## config.mk

```make
export PLATFORM = sky130hd
export DESIGN_NAME = instr_fetch_unit
export DESIGN_NICKNAME = d
export VERILOG_FILES = /design/src/rtl/instr_fetch_unit.sv
export SDC_FILE = /design/constraint.sdc
export NUM_CORES = 1
export LEC_CHECK = 0
export CAP_MARGIN = 20
export CORE_MARGIN = 4
export CORE_UTILIZATION = 49
export CTS_BUF_LIST = sky130_fd_sc_hd__clkbuf_2
export DETAILED_ROUTE_END_ITERATION = 10
export HOLD_SLACK_MARGIN = 0.06
export PLACE_DENSITY = 0.82
export REMOVE_ABC_BUFFERS = 1
export SETUP_SLACK_MARGIN = 0.4
export SYNTH_ARGS = -nofsm -noshare
export SYNTH_HDL_FRONTEND = slang
export SYNTH_SLANG_ARGS = --single-unit
```

## constraint.sdc

```tcl
create_clock -name clk_i -period 2.69 [get_ports clk_i]
set_clock_uncertainty 0.15 [all_clocks]
set_input_delay 0.538 -clock clk_i [delete_from_list [all_inputs] [get_ports clk_i]]
set_output_delay 0.538 -clock clk_i [all_outputs]
set_load 0.01 [all_outputs]
```

## src/rtl/instr_fetch_unit.sv

```systemverilog
// instr_fetch_unit: instruction fetch stage sitting in front of the instruction memory.
//
// The block owns the program counter and drives it onto the instruction memory address.
// The word that comes back is captured into the IF/ID register. Supported actions are
// sequential fetch, stall, branch and jump redirects (each inserts a bubble), and a
// sticky address-error flag. A fetch counter is kept for test benches.
//
// Ports
//   clk_i            rising-edge clock
//   rst_i            asynchronous active-low reset
//   pc_addr_o [31:0] current PC, feeds the instruction memory address
//   instr_i   [31:0] instruction memory read data for pc_addr_o (combinational)
//   stall_i          hold PC, IF/ID and the fetch counter
//   branch_taken_i   redirect to branch_target_i (highest priority)
//   branch_target_i  branch destination byte address
//   jump_i           redirect to the jump target taken from the IF/ID instruction
//   instr_o   [31:0] IF/ID instruction
//   pc_plus4_o[31:0] IF/ID PC+4 belonging to instr_o
//   valid_o          IF/ID holds a real instruction (0 = bubble)
//   fetch_cnt_o      number of instructions accepted into IF/ID
//   addr_err_o       sticky address-error flag
module instr_fetch_unit #(
  parameter logic [31:0] RESET_PC  = 32'h0000_0000,
  parameter int          MEM_WORDS = 32
) (
  input  logic        clk_i,
  input  logic        rst_i,
  output logic [31:0] pc_addr_o,
  input  logic [31:0] instr_i,
  input  logic        stall_i,
  input  logic        branch_taken_i,
  input  logic [31:0] branch_target_i,
  input  logic        jump_i,
  output logic [31:0] instr_o,
  output logic [31:0] pc_plus4_o,
  output logic        valid_o,
  output logic [31:0] fetch_cnt_o,
  output logic        addr_err_o
);

  typedef struct packed {
    logic [31:0] instr;
    logic [31:0] pc_plus4;
    logic        valid;
  } ifid_t;

  // The limit is 33 bits wide so that it cannot overflow for any legal MEM_WORDS.
  localparam logic [32:0] PC_LIMIT = 33'(MEM_WORDS) * 33'd4;

  logic [31:0] pc;
  ifid_t       ifid;
  logic [31:0] fetch_cnt;
  logic        addr_err;

  logic [31:0] pc_plus4;
  logic [31:0] jump_target;
  logic [31:0] next_pc;
  logic        do_branch, do_jump, flush, advance, pc_load;
  logic        misalign, out_of_range;

  assign pc_plus4    = pc + 32'd4;
  assign jump_target = {ifid.pc_plus4[31:28], ifid.instr[25:0], 2'b00};

  // Priority order: branch, then jump, then stall, then sequential fetch.
  always_comb begin
    do_branch    = branch_taken_i;
    do_jump      = !branch_taken_i && jump_i;
    flush        = do_branch || do_jump;
    advance      = !flush && !stall_i;
    pc_load      = flush || advance;
    next_pc      = pc_plus4;
    misalign     = 1'b0;
    if (do_branch) begin
      next_pc  = {branch_target_i[31:2], 2'b00};
      misalign = |branch_target_i[1:0];
    end else if (do_jump) begin
      next_pc = jump_target;
    end
    out_of_range = ({1'b0, next_pc} >= PC_LIMIT);
  end

  always_ff @(posedge clk_i or negedge rst_i) begin
    if (!rst_i) begin
      pc        <= RESET_PC;
      ifid      <= '0;
      fetch_cnt <= '0;
      addr_err  <= 1'b0;
    end else begin
      if (pc_load) pc <= next_pc;
      if (flush) begin
        ifid <= '0;
      end else if (advance) begin
        ifid.instr    <= instr_i;
        ifid.pc_plus4 <= pc_plus4;
        ifid.valid    <= 1'b1;
      end
      if (advance) fetch_cnt <= fetch_cnt + 32'd1;
      // The PC is loaded even when it is bad. Only the flag records the problem.
      if (pc_load && (misalign || out_of_range)) addr_err <= 1'b1;
    end
  end

  assign pc_addr_o   = pc;
  assign instr_o     = ifid.instr;
  assign pc_plus4_o  = ifid.pc_plus4;
  assign valid_o     = ifid.valid;
  assign fetch_cnt_o = fetch_cnt;
  assign addr_err_o  = addr_err;

endmodule

```

==> metrics.cfg <==
[outcome]
status = completed

[setup_path]
start_kind = register
end_kind = register
crit_required_ps = 3160
crit_type = register to register
path_common_cell = nand4_1
rrSetupSlack_ps = 200
slowest_stage = or4_4
worstPathCellList = buf_4 > nand4_1 > or4_4 > mux2_4 > a221oi_4 > nand4_1 > nor4_2 > a31oi_1
critPathMaxFanout = 3
critical_path_arrival_ps = 2960
worstReg2RegStart = pc_addr_o[5]
max_stage_delay_ps = 560
reg2regPathDepth = 8
r2r-end = addr_err_o

[sta]
relSlewSlack_pct = 48.8
drv_slew = 0
fmax_mhz = 402
setup_viol = 0
worst_pin_slew_ps = 769
final.period_utilization_pct = 92.5
fin_crit_ps = 2490
layout_setup_ws_ps = 202
rsz0062_at_grt = yes
hold_viol_final = 0
fin_setup_tns_ps = 0
whs_ps = 174

[yosys]
synth_most_common_cell = dfrtp_1
synthTopCellsByCount = dfrtp_1, nor2_1, nand2_1
synth_edf_count = 0
synth_area_mm2 = 0.00681
synth_seq_cells = 130
synth_top_area_share_pct = 47.8
syn_area_per_cell_um2 = 9.49
synth_area_leaders = dfrtp_1, nor2_1, mux2i_1
synth_largest_area_cell = dfrtp_1
netlist_instances = 717
yosysSeqAreaShare_pct = 47.8
ys_warn_count = 0
ys.flop_type = dfrtp_1
ys_async_sr_fraction_pct = 100
synth_cell_type_count = 64

[placed_design]
dp_hpwl_um = 16900
place_ws_ps = -477
io_buffer_count = 198
place_congestion = 0.916

[die]
fp-row-count = 42
start_util_pct = 50.8
core_area_mm2 = 0.0134
die_area_mm2 = 0.0158
die_h_um = 126
dieWidth_um = 126
io_pins = 199

[power_and_ir_drop]
total_power_mw = 4.70
p_leak_nw = 5.37
cellPowerDensity_mw_per_mm2 = 445
ir_drop_mv = 0.379

[final_layout]
finalNetCount = 1145
regArea_mm2 = 0.00327
drive_above_1_share_pct = 27.0
fillCellCount = 932
final_util_pct = 78.8
area.growth.synth_to_final_pct = 55.0
multi_input_area_mm2 = 0.00354

[clock_network]
clkSinkCount = 130
insertion_delay_ps = 710
cts_root_buf = clkbuf_2
cts_max_path_buffers = 2
clk_pin_slew_ps = 220
cts_tree = done
numCtsBuffers = 17
htree_levels = 4

[detailed_routing]
dr.pass1.iters = 5
drc = 0
ant_nets = 0
wirelength_um = 24400
first_iter_violations = 864
routedWlPerCell_um = 19.3
via_per_inst = 5.64
vias = 7134

[global_route]
first_global_vias = 7439
grt_pass1_wl_um = 39100
grt_usage_pct = 30.7
gr-total-overflow = 0
grt_start_max_net_pins = 61
antenna_found_initial = 1

[worst_hold_path]
hold_end = fetch_cnt_o[17]
hold_start = stall_i
hp-class = input port to register
hold-path-cell-count = 5

[run]
cap_violations = 0

worst max path at each step:
stage,start,to,slack (ps),cells after the start
2_1_floorplan,jump_i,fetch_cnt_o[25],-460,7
3_3_place_gp,jump_i,fetch_cnt_o[27],-320,8
3_5_place_dp,jump_i,fetch_cnt_o[28],-480,10
4_1_cts,pc_addr_o[5],addr_err_o,190,9
5_1_grt,pc_addr_o[3],addr_err_o,60,8
6_report,pc_addr_o[5],addr_err_o,200,8
registers in the layout (all words and copies together), names as in the netlist:
name	cells
instr_o	32
valid_o	1
addr_err_o	1
pc_addr_o	32
fetch_cnt_o	32
pc_plus4_o	32
cell usage in the layout (no fill, tap or decap), types with 6 or more instances in the layout:
cell type        instances
dfrtp_2                 14
clkdlybuf4s15_1         10
mux2_2                   6
nand3_2                  6
a31oi_1                 10
nor3_1                  14
dfrtp_1                116
xnor2_1                 34
dlygate4sd2_1          112
and2_1                   7
and3_1                  13
nor2b_1                  7
nand2_1                 48
xor2_1                  18
a21oi_1                 44
o21ai_0                 11
mux2i_1                 45
clkbuf_2                27
nor2_1                 122
nand4_1                 20
inv_1                    6
nand3_1                 21
and4_1                   7
buf_4                  180
nor4_1                   7
clkdlybuf4s50_1         64
cell families after synthesis:
group | after synthesis | synth area share [%]
xor+xnor | 54 | 6.95
mux | 52 | 7.83
flops | 130 | 47.8
fa+ha+maj | 2 | 0.368
buf+inv | 54 | 3.23
simple gates | 310 | 22.9
compound gates | 115 | 10.9
critical path, delay by kind of cell, from the launching register on:
| kind | cells | cell delay [ps] |
|---|---|---|
| AOI/OAI and AO/OA | 2 | 300 |
| buffers and inverters | 1 | 130 |
| DFF | 1 | 420 |
| muxes | 1 | 330 |
| and+or+nand+nor | 4 | 1080 |
metrics by stage:
| step | cells | cell area (um^2) |
|---|---|---|
| after floorplan | 671 | 6620 |
| after global placement | 1123 | 9440 |
| after detailed placement | 1123 | 9440 |
| after CTS | 1255 | 10400 |
| after global routing | 1264 | 10600 |
| final | 1264 | 10600 |
cell type report:
| type | count | share of cell area, % |
|---|---|---|
| Clock inverter | 12 | 1.27 |
| Antenna cell | 1 | 0.0237 |
| Sequential cell | 130 | 31.0 |
| Inverter | 8 | 0.285 |
| Clock buffer | 20 | 0.948 |
| Multi-Input combinational cell | 533 | 33.5 |
| Timing Repair Buffer | 384 | 30.9 |
| Tap cell | 176 | 2.09 |
report_power, final:
group	internal [mW]	switching [mW]	total, mW
clock	0.442	0.790	1.23
combinational	0.637	0.670	1.31
sequential	2.08	0.0794	2.16
total	3.16	1.54	4.70
layer usage:
layer / track usage (%) / vias up / wire (um)
li1: - / 3253 / -
met1: 38.8 / 3518 / 10000
met2: 52.5 / 315 / 12200
met3: 6.14 / 48 / 1530
met4: 10.9 / 0 / 699
met5: 0 / - / 0
timing repair:
item / CTS / global route
endpoints found under the setup margin: 149 / 40
gates resized for setup: 170 / 46
pin swaps: 3 / 11
endpoints found under the hold margin: 130 / 0
setup buffers: 97 / 8
hold buffers: 3 / 0
(Power assumes the default switching activity.)
